--- src/rtl/mac_pipe_if.sv ---
// rtl/mac_pipe_if.sv - operand stream and result bundle for the mac_pipe processing element
interface mac_pipe_if #(
    parameter int DATA_W = 4,
    parameter int ACC_W  = 10,
    parameter int CNT_W  = 8
);
    logic              in_valid;
    logic [DATA_W-1:0] w;
    logic [DATA_W-1:0] x;
    logic              first;
    logic              last;
    logic              out_valid;
    logic [ACC_W-1:0]  out_acc;
    logic [CNT_W-1:0]  out_cnt;
    logic              out_ovf;
    logic [ACC_W-1:0]  acc_run;

    modport master (
        output in_valid, w, x, first, last,
        input  out_valid, out_acc, out_cnt, out_ovf, acc_run
    );

    modport slave (
        input  in_valid, w, x, first, last,
        output out_valid, out_acc, out_cnt, out_ovf, acc_run
    );
endinterface

--- src/rtl/mac_pipe.sv ---
// rtl/mac_pipe.sv - 3-stage multiply-accumulate element with first/last framing and clamp/wrap
module mac_pipe #(
    parameter int DATA_W   = 4,
    parameter int ACC_W    = 10,
    parameter int CNT_W    = 8,
    parameter int SIGNED   = 0,
    parameter int SATURATE = 1
) (
    input  logic       clk,
    input  logic       rst_n,
    input  logic       clear,
    mac_pipe_if.slave  bus
);
    localparam int PW = 2 * DATA_W;
    localparam int EW = ACC_W + 1;

    generate
        if (ACC_W < 2 * DATA_W) begin : g_width_check
            $error("mac_pipe: ACC_W must be at least 2*DATA_W");
        end
    endgenerate

    logic              s1_v_q, s1_v_d;
    logic [DATA_W-1:0] s1_w_q, s1_w_d;
    logic [DATA_W-1:0] s1_x_q, s1_x_d;
    logic              s1_first_q, s1_first_d;
    logic              s1_last_q, s1_last_d;

    logic              s2_v_q, s2_v_d;
    logic [PW-1:0]     s2_p_q, s2_p_d;
    logic              s2_first_q, s2_first_d;
    logic              s2_last_q, s2_last_d;

    logic [ACC_W-1:0]  acc_q, acc_d;
    logic [CNT_W-1:0]  cnt_q, cnt_d;
    logic              ovf_q, ovf_d;

    logic              out_valid_q, out_valid_d;
    logic [ACC_W-1:0]  out_acc_q, out_acc_d;
    logic [CNT_W-1:0]  out_cnt_q, out_cnt_d;
    logic              out_ovf_q, out_ovf_d;

    logic [PW-1:0]     w_ext, x_ext, product;
    logic [EW-1:0]     p_ext, acc_ext, sum;
    logic              out_of_range;
    logic [ACC_W-1:0]  acc_next;
    logic [CNT_W-1:0]  cnt_next;
    logic              ovf_next;

    always_comb begin
        s1_v_d     = bus.in_valid;
        s1_w_d     = s1_w_q;
        s1_x_d     = s1_x_q;
        s1_first_d = s1_first_q;
        s1_last_d  = s1_last_q;
        if (bus.in_valid) begin
            s1_w_d     = bus.w;
            s1_x_d     = bus.x;
            s1_first_d = bus.first;
            s1_last_d  = bus.last;
        end

        // Extending both operands to PW bits makes the truncated product correct in either mode
        if (SIGNED != 0) begin
            w_ext = {{DATA_W{s1_w_q[DATA_W-1]}}, s1_w_q};
            x_ext = {{DATA_W{s1_x_q[DATA_W-1]}}, s1_x_q};
        end else begin
            w_ext = {{DATA_W{1'b0}}, s1_w_q};
            x_ext = {{DATA_W{1'b0}}, s1_x_q};
        end
        product    = w_ext * x_ext;
        s2_v_d     = s1_v_q;
        s2_p_d     = s1_v_q ? product : s2_p_q;
        s2_first_d = s1_first_q;
        s2_last_d  = s1_last_q;

        if (SIGNED != 0) begin
            p_ext   = {{(EW-PW){s2_p_q[PW-1]}}, s2_p_q};
            acc_ext = {acc_q[ACC_W-1], acc_q};
        end else begin
            p_ext   = {{(EW-PW){1'b0}}, s2_p_q};
            acc_ext = {1'b0, acc_q};
        end
        sum = (s2_first_q ? '0 : acc_ext) + p_ext;

        // One guard bit suffices: |acc| and |p| each fit ACC_W, so the sum fits ACC_W+1
        if (SIGNED != 0) begin
            out_of_range = sum[EW-1] ^ sum[EW-2];
        end else begin
            out_of_range = sum[EW-1];
        end

        acc_next = sum[ACC_W-1:0];
        if (out_of_range && (SATURATE != 0)) begin
            if (SIGNED == 0) begin
                acc_next = '1;
            end else if (sum[EW-1]) begin
                acc_next = {1'b1, {(ACC_W-1){1'b0}}};
            end else begin
                acc_next = {1'b0, {(ACC_W-1){1'b1}}};
            end
        end

        if (s2_first_q) begin
            cnt_next = CNT_W'(1);
        end else if (cnt_q == '1) begin
            cnt_next = cnt_q;
        end else begin
            cnt_next = cnt_q + CNT_W'(1);
        end
        ovf_next = (s2_first_q ? 1'b0 : ovf_q) | out_of_range;

        acc_d       = acc_q;
        cnt_d       = cnt_q;
        ovf_d       = ovf_q;
        out_valid_d = 1'b0;
        out_acc_d   = out_acc_q;
        out_cnt_d   = out_cnt_q;
        out_ovf_d   = out_ovf_q;
        if (s2_v_q) begin
            acc_d = acc_next;
            cnt_d = cnt_next;
            ovf_d = ovf_next;
            if (s2_last_q) begin
                out_valid_d = 1'b1;
                out_acc_d   = acc_next;
                out_cnt_d   = cnt_next;
                out_ovf_d   = ovf_next;
            end
        end

        // Flush drops everything in flight but leaves the last published result visible
        if (clear) begin
            s1_v_d      = 1'b0;
            s2_v_d      = 1'b0;
            acc_d       = '0;
            cnt_d       = '0;
            ovf_d       = 1'b0;
            out_valid_d = 1'b0;
            out_acc_d   = out_acc_q;
            out_cnt_d   = out_cnt_q;
            out_ovf_d   = out_ovf_q;
        end
    end

    always_ff @(posedge clk) begin
        if (!rst_n) begin
            s1_v_q      <= 1'b0;
            s1_w_q      <= '0;
            s1_x_q      <= '0;
            s1_first_q  <= 1'b0;
            s1_last_q   <= 1'b0;
            s2_v_q      <= 1'b0;
            s2_p_q      <= '0;
            s2_first_q  <= 1'b0;
            s2_last_q   <= 1'b0;
            acc_q       <= '0;
            cnt_q       <= '0;
            ovf_q       <= 1'b0;
            out_valid_q <= 1'b0;
            out_acc_q   <= '0;
            out_cnt_q   <= '0;
            out_ovf_q   <= 1'b0;
        end else begin
            s1_v_q      <= s1_v_d;
            s1_w_q      <= s1_w_d;
            s1_x_q      <= s1_x_d;
            s1_first_q  <= s1_first_d;
            s1_last_q   <= s1_last_d;
            s2_v_q      <= s2_v_d;
            s2_p_q      <= s2_p_d;
            s2_first_q  <= s2_first_d;
            s2_last_q   <= s2_last_d;
            acc_q       <= acc_d;
            cnt_q       <= cnt_d;
            ovf_q       <= ovf_d;
            out_valid_q <= out_valid_d;
            out_acc_q   <= out_acc_d;
            out_cnt_q   <= out_cnt_d;
            out_ovf_q   <= out_ovf_d;
        end
    end

    assign bus.out_valid = out_valid_q;
    assign bus.out_acc   = out_acc_q;
    assign bus.out_cnt   = out_cnt_q;
    assign bus.out_ovf   = out_ovf_q;
    assign bus.acc_run   = acc_q;
endmodule

--- src/flat_wrapper.sv ---
// flat-port wrapper written by rule: the top's interface ports become plain ports
module mac_pipe_flat 
#(
    parameter int DATA_W   = 4,
    parameter int ACC_W    = 10,
    parameter int CNT_W    = 8,
    parameter int SIGNED   = 0,
    parameter int SATURATE = 1
)
  (clk, rst_n, clear, bus_in_valid, bus_w, bus_x, bus_first, bus_last, bus_out_valid, bus_out_acc, bus_out_cnt, bus_out_ovf, bus_acc_run);
  mac_pipe_if #(.DATA_W(DATA_W), .ACC_W(ACC_W), .CNT_W(CNT_W)) bus_i ();
  input  logic clk;
  input  logic rst_n;
  input  logic clear;
  input wire logic [$bits(bus_i.in_valid)-1:0] bus_in_valid;
  input wire logic [$bits(bus_i.w)-1:0] bus_w;
  input wire logic [$bits(bus_i.x)-1:0] bus_x;
  input wire logic [$bits(bus_i.first)-1:0] bus_first;
  input wire logic [$bits(bus_i.last)-1:0] bus_last;
  output wire logic [$bits(bus_i.out_valid)-1:0] bus_out_valid;
  output wire logic [$bits(bus_i.out_acc)-1:0] bus_out_acc;
  output wire logic [$bits(bus_i.out_cnt)-1:0] bus_out_cnt;
  output wire logic [$bits(bus_i.out_ovf)-1:0] bus_out_ovf;
  output wire logic [$bits(bus_i.acc_run)-1:0] bus_acc_run;
  assign bus_i.in_valid = bus_in_valid;
  assign bus_i.w = bus_w;
  assign bus_i.x = bus_x;
  assign bus_i.first = bus_first;
  assign bus_i.last = bus_last;
  assign bus_out_valid = bus_i.out_valid;
  assign bus_out_acc = bus_i.out_acc;
  assign bus_out_cnt = bus_i.out_cnt;
  assign bus_out_ovf = bus_i.out_ovf;
  assign bus_acc_run = bus_i.acc_run;
  mac_pipe #(.DATA_W(DATA_W), .ACC_W(ACC_W), .CNT_W(CNT_W), .SIGNED(SIGNED), .SATURATE(SATURATE)) u_core (.clk(clk), .rst_n(rst_n), .clear(clear), .bus(bus_i));
endmodule
--- config.mk ---
export PLATFORM = sky130hd
export DESIGN_NAME = mac_pipe_flat
export DESIGN_NICKNAME = d
export VERILOG_FILES = /design/src/rtl/mac_pipe_if.sv /design/src/rtl/mac_pipe.sv /design/src/flat_wrapper.sv
export SDC_FILE = /design/constraint.sdc
export NUM_CORES = 1
export LEC_CHECK = 0
export CAP_MARGIN = 20
export CORE_MARGIN = 2
export CORE_UTILIZATION = 40
export DETAILED_ROUTE_END_ITERATION = 12
export PLACE_DENSITY = 0.74
export SYNTH_ARGS = -nofsm -noshare
export SYNTH_HDL_FRONTEND = slang
export SYNTH_SLANG_ARGS = --single-unit
--- constraint.sdc ---
create_clock -name clk -period 2.8 [get_ports clk]
set_clock_uncertainty 0.1 [all_clocks]
set_input_delay 0.56 -clock clk [delete_from_list [all_inputs] [get_ports clk]]
set_output_delay 0.56 -clock clk [all_outputs]
set_load 0.1 [all_outputs]
Word-level counts from Yosys, hierarchy flattened

Index checks and enable logic that the tools add are counted.

Add/subtract/negate cells: 2
Multipliers: 1
Equality and inequality tests: 1
Mux-type cells: 6
Bitwise gates (word level): 4
Reductions and logical operators: 3

Operator list:

| operator                                                      | count |
|---|---|
| 10-bit 2-to-1 mux                                             | 2 |
| 8-bit 2-to-1 mux                                              | 2 |
| 11-bit by 8-bit adder with 11-bit output                      | 1 |
| 8-bit by 1-bit adder with 8-bit output, second input constant | 1 |
| 8-bit equality test, second input constant                    | 1 |
| 4-bit by 4-bit multiplier with 8-bit output                   | 1 |
| 1-bit inverter                                                | 3 |
| 3-bit AND reduction                                           | 1 |
| 3-bit OR reduction                                            | 1 |
| 1-bit 2-to-1 mux                                              | 2 |
| 2-bit OR reduction                                            | 1 |
| 1-bit OR                                                      | 1 |

Register bits: 61
Output and inout bits: 30
Logic and storage cells: 33

Depth between registers and ports, before layout

Gate-level depths: netlist of the first run.

Word-level depth: 3
Mapped depth: 11
Depth with buffers taken out: 11

Worst setup path after synthesis of the first run

Ideal clock, no wire load.

Kind: register to register
From: register u_core.acc_q[0], in the netlist u_core.bus.acc_run[0]
To: register u_core.acc_q[9], in the netlist u_core.bus.acc_run[9]
Library setup time: 0.080 ns
Data arrival time: 2.752 ns
Data required time: 2.620 ns
Path slack: -0.132 ns
Stages on the path, launching flop included: 10
Buffers on the path: 0
Period minus slack after synthesis: 2.932 ns
Cells stage by stage: dfxtp_1 > nor2b_1 > ha_1 > inv_1 > fa_1 > nand2b_1 > a211oi_2 > o21ai_1 > a31o_1 > a211oi_2

Cells in the longest elaborated chain, start to end: 3

Ends and longest elaborated chain:

| element                                  | RTL line        | text |
|---|---|---|
| start, declared                          | mac_pipe.sv:34  | `logic [ACC_W-1:0] acc_q, acc_d;` |
| start signal, assigned                   | mac_pipe.sv:157 | `acc_q <= '0;` |
| start signal, assigned                   | mac_pipe.sv:174 | `acc_q <= acc_d;` |
| 10-bit 2-to-1 mux                        | mac_pipe.sv:84  | `sum = (s2_first_q ? '0 : acc_ext) + p_ext;` |
| 11-bit by 8-bit adder with 11-bit output | mac_pipe.sv:84  |  |
| 10-bit 2-to-1 mux                        | mac_pipe.sv:94  | `if (out_of_range && (SATURATE != 0)) begin` |

No other way between the ends.
A chain may end at the register's enable or synchronous reset.

Worst setup path in the final report of the first run

From: register u_core.s1_x_q[3]
To: register u_core.s2_p_q[7]

Cells in the longest elaborated chain, start to end: 1

Ends and longest elaborated chain:

| element                                     | RTL line        | text |
|---|---|---|
| start, declared                             | mac_pipe.sv:25  | `logic [DATA_W-1:0] s1_x_q, s1_x_d;` |
| start signal, assigned                      | mac_pipe.sv:150 | `s1_x_q <= '0;` |
| start signal, assigned                      | mac_pipe.sv:167 | `s1_x_q <= s1_x_d;` |
| 4-bit by 4-bit multiplier with 8-bit output | mac_pipe.sv:71  | `product = w_ext * x_ext;` |
| end signal, assigned                        | mac_pipe.sv:171 | `s2_p_q <= s2_p_d;` |
| end, declared                               | mac_pipe.sv:30  | `logic [PW-1:0] s2_p_q, s2_p_d;` |

No other way between the ends.

==> results of run 1 <==
==> cells in the mapped netlist, types with 4 or more instances <==
library cell and count:
a21oi_1 20, a31oi_1 16, and2_1 14, clkbuf_1 12
dfxtp_1 61, fa_1 5, ha_1 21, inv_1 15
mux2i_1 16, nand2_1 30, nand2b_1 7, nand3_1 7
nor2_1 18, nor2b_1 25, o21ai_0 32, xnor2_1 4
xor2_1 8
==> power by group <==
group | switching, mW | internal [mW]
Clock | 0.351 | 0.405
Combinational | 0.0621 | 0.0554
Sequential | 0.0110 | 0.881
Total | 0.424 | 1.34
==> cell families (layout without fill, tap and decap cells) <==
logic type      count (synthesis)  in the layout
buf+inv                        35             85
xor+xnor                       12             12
flops                          61             61
simple gates                  115            115
fa+ha+maj                      26             26
compound gates                 99             99
mux                            16             16
==> layer usage <==
metal	vias up	share of wire [%]	global-route usage, %
met5	-	0	0
met4	0	1.6	8.21
li1	1368	-	-
met3	12	5.4	4.09
met2	78	47	25.9
met1	1234	46	19.9
==> final cells by class <==
| cell class | instances | area [sq um] |
|---|---|---|
| clock buffers | 9 | 124 |
| clock inverters | 7 | 66.3 |
| fillers | 725 | 3890 |
| inverters | 15 | 56.3 |
| multi-input cells | 268 | 1880 |
| flip-flops and latches | 61 | 1220 |
| well taps | 102 | 128 |
| repair buffers | 54 | 438 |
==> how the worst max path moves through the flow <==
stage	start	to	slack, ps	depth (start not counted)
CTS	u_core.s1_w_q[0]$_SDFFE_PN0P_	u_core.s2_p_q[7]$_SDFFE_PN0P_	7	10
global route	u_core.s1_x_q[3]$_SDFFE_PN0P_	u_core.s2_p_q[7]$_SDFFE_PN0P_	10	10
global placement	u_core.s1_w_q[0]$_SDFFE_PN0P_	u_core.s2_p_q[6]$_SDFFE_PN0P_	90	11
floorplan	u_core.bus.acc_run[1]$_SDFFE_PP0P_	u_core.bus.acc_run[9]$_SDFFE_PP0P_	30	7
detailed placement	u_core.s1_w_q[0]$_SDFFE_PN0P_	u_core.s2_p_q[6]$_SDFFE_PN0P_	20	11
finish	u_core.s1_x_q[3]$_SDFFE_PN0P_	u_core.s2_p_q[7]$_SDFFE_PN0P_	150	10
==> metrics by stage <==
step	hold slack [ps]	total power, mW	area (sq um)	utilization (%)	setup slack, ps
final	357	1.77	3910	50.1	153
after global routing	380	1.84	3910	50.1	12.1
after CTS	359	1.79	3910	50.0	6.79
after detailed placement	348	1.03	3710	47.6	20.2
after global placement	329	1.03	3710	47.6	85.4
after floorplan	329	0.983	3260	-	31.3
==> state kept, by name, summed over array words and instances (netlist names) <==
| register | count |
|---|---|
| u_core.s1_v_q | 1 |
| u_core.s1_w_q | 4 |
| u_core.ovf_q | 1 |
| u_core.s2_last_q | 1 |
| u_core.cnt_q | 8 |
| u_core.s2_first_q | 1 |
| u_core.bus.out_acc | 10 |
| u_core.bus.acc_run | 10 |
| u_core.bus.out_valid | 1 |
| u_core.s2_v_q | 1 |
| u_core.bus.out_ovf | 1 |
| u_core.bus.out_cnt | 8 |
| u_core.s2_p_q | 8 |
| u_core.s1_x_q | 4 |
| u_core.s1_first_q | 1 |
| u_core.s1_last_q | 1 |
==> what timing repair did <==
action                                  CTS  global route
gates resized for setup                   1             3
endpoints found under the setup margin    1             2
gates cloned                              0             0
pin swaps                                 0             2
==> worst max-delay path: stages (launching register included) <==
cell	delay, ps
dfxtp_1	330
nand2_1	80
fa_1	540
inv_1	50
fa_1	460
ha_1	290
a21o_1	180
a211oi_2	210
nor2_1	90
nand4b_1	100
o211ai_1	90
==> impl_metrics.tcl, run 1 <==
set metrics [dict create \
    gr-total-overflow 0 \
    avgViaCountPerCell 5.22 \
    design.portCount 44 \
    clk_pin_slew_ps 80 \
    ant_nets 0 \
    drt_iter0_drc 61 \
    synth-seq-area-share_pct 37.5 \
    slew_headroom_pct 59.8 \
    final_common_cell "dfxtp_1" \
    finalCriticalPeriod_ps 2650 \
    mostFrequentLayoutCells "59 x dfxtp_1, 41 x buf_4, 31 x o21ai_0" \
    synth_top_family_by_area "compound AO/OA/AOI/OAI gates" \
    r2r_cells 10 \
    synthXorXnorAreaFrac_pct 3.23 \
    cts_root_buffer "clkbuf_8" \
    whs_endpoint "u_core.bus.out_cnt[3]$_SDFFE_PN0P_" \
    ys_ff_latch 61 \
    endpoint_kind "register" \
    rrSetupSlack_ps 150 \
    firstDrtPassIters 4 \
    cts_buffers 9 \
    r2r_start "u_core.s1_x_q[3]$_SDFFE_PN0P_" \
    grt_pass1_wl_mm 11.3 \
    clock_latency_ps 350 \
    synth_top_area_cell "dfxtp_1" \
    wl_per_cell_um 13.0 \
    crit_required_ps 2920 \
    yosys-top-cells-area "dfxtp_1 38%, ha_1 8.1%, mux2i_1 4.9%" \
    outcome "finished, final reports clean" \
    hp-start "u_core.bus.out_cnt[3]$_SDFFE_PN0P_" \
    crit_path_start_kind "register" \
    syn_to_final_growth_pct 20.2 \
    htree_levels 3 \
    max_freq_mhz 378 \
    drive_gt1_share_pct 16.9 \
    max-cap-violations 0 \
    synth_fa_ha_area_share_pct 11.1 \
    hold-path-cell-count 2 \
    finalSetupTns_ps 0 \
    row_count 32 \
    synth_nets 404 \
    num_vias 2692 \
    die_x_um 94.2 \
    yosys_warnings 0 \
    min_period_over_period_pct 94.5 \
    rsz0062_at_grt "no" \
    cp.arrival_ps 2770 \
    post-dp-hpwl_mm 4.98 \
    cts_tree "yes" \
    globalplace.congestion 0.798 \
    synth_cell_types 52 \
    setup_viol 0 \
    final_nets 449 \
    hold_buffers 0 \
    grt_pass1_vias 2497 \
    p_per_area_mw_per_mm2 451 \
    core_sq_mm 0.00781 \
    synth_cells 364 \
    ir_drop_v 0.000233 \
    grt_max_degree 36 \
    synth.area.mux_share_pct 4.92 \
    antenna_found_initial 0 \
    slew_viol_final 0 \
    synthSimpleGateAreaFrac_pct 19.0 \
    dieArea_sq_mm 0.00887 \
    synth_edf_count 0 \
    tightest_slew_ps 601 \
    synth-compound-area-share_pct 19.2 \
    placed_cells 500 \
    ys_async_sr_fraction_pct 0 \
    hold_class "reg -> reg" \
    synth_flop_cell "dfxtp_1" \
    hold_violations 0 \
    cts.path.max_buffers 2 \
    diodes 0 \
    wirelength_mm 6.71 \
    grtUsageTotal_pct 16.1 \
    drc_errors 0 \
    start_util_pct 41.7 \
    cp_max_fo 2 \
    reg2reg_to "u_core.s2_p_q[7]$_SDFFE_PN0P_" \
    die_y_um 94.2 \
    synth_top_area_share_pct 37.5 \
    syn_area_sq_mm 0.00325 \
    instances_no_fill 516 \
    portBuffers 43 \
    path_class "reg -> reg" \
    clock-sinks 61 \
    syn_avg_cell_area_sq_um 8.94 \
    cts_setup_buffers 0 \
    leakagePower_nw 1.70 \
]
Power figures use the tool's default switching activity.
==> run 2: changes to the inputs <==
- CAP_MARGIN: 20 -> 15
- CTS_CLUSTER_DIAMETER: unset -> 60
==> results of run 2 <==
Same layout as run 1: the final DEF is identical, and so are final timing and power.
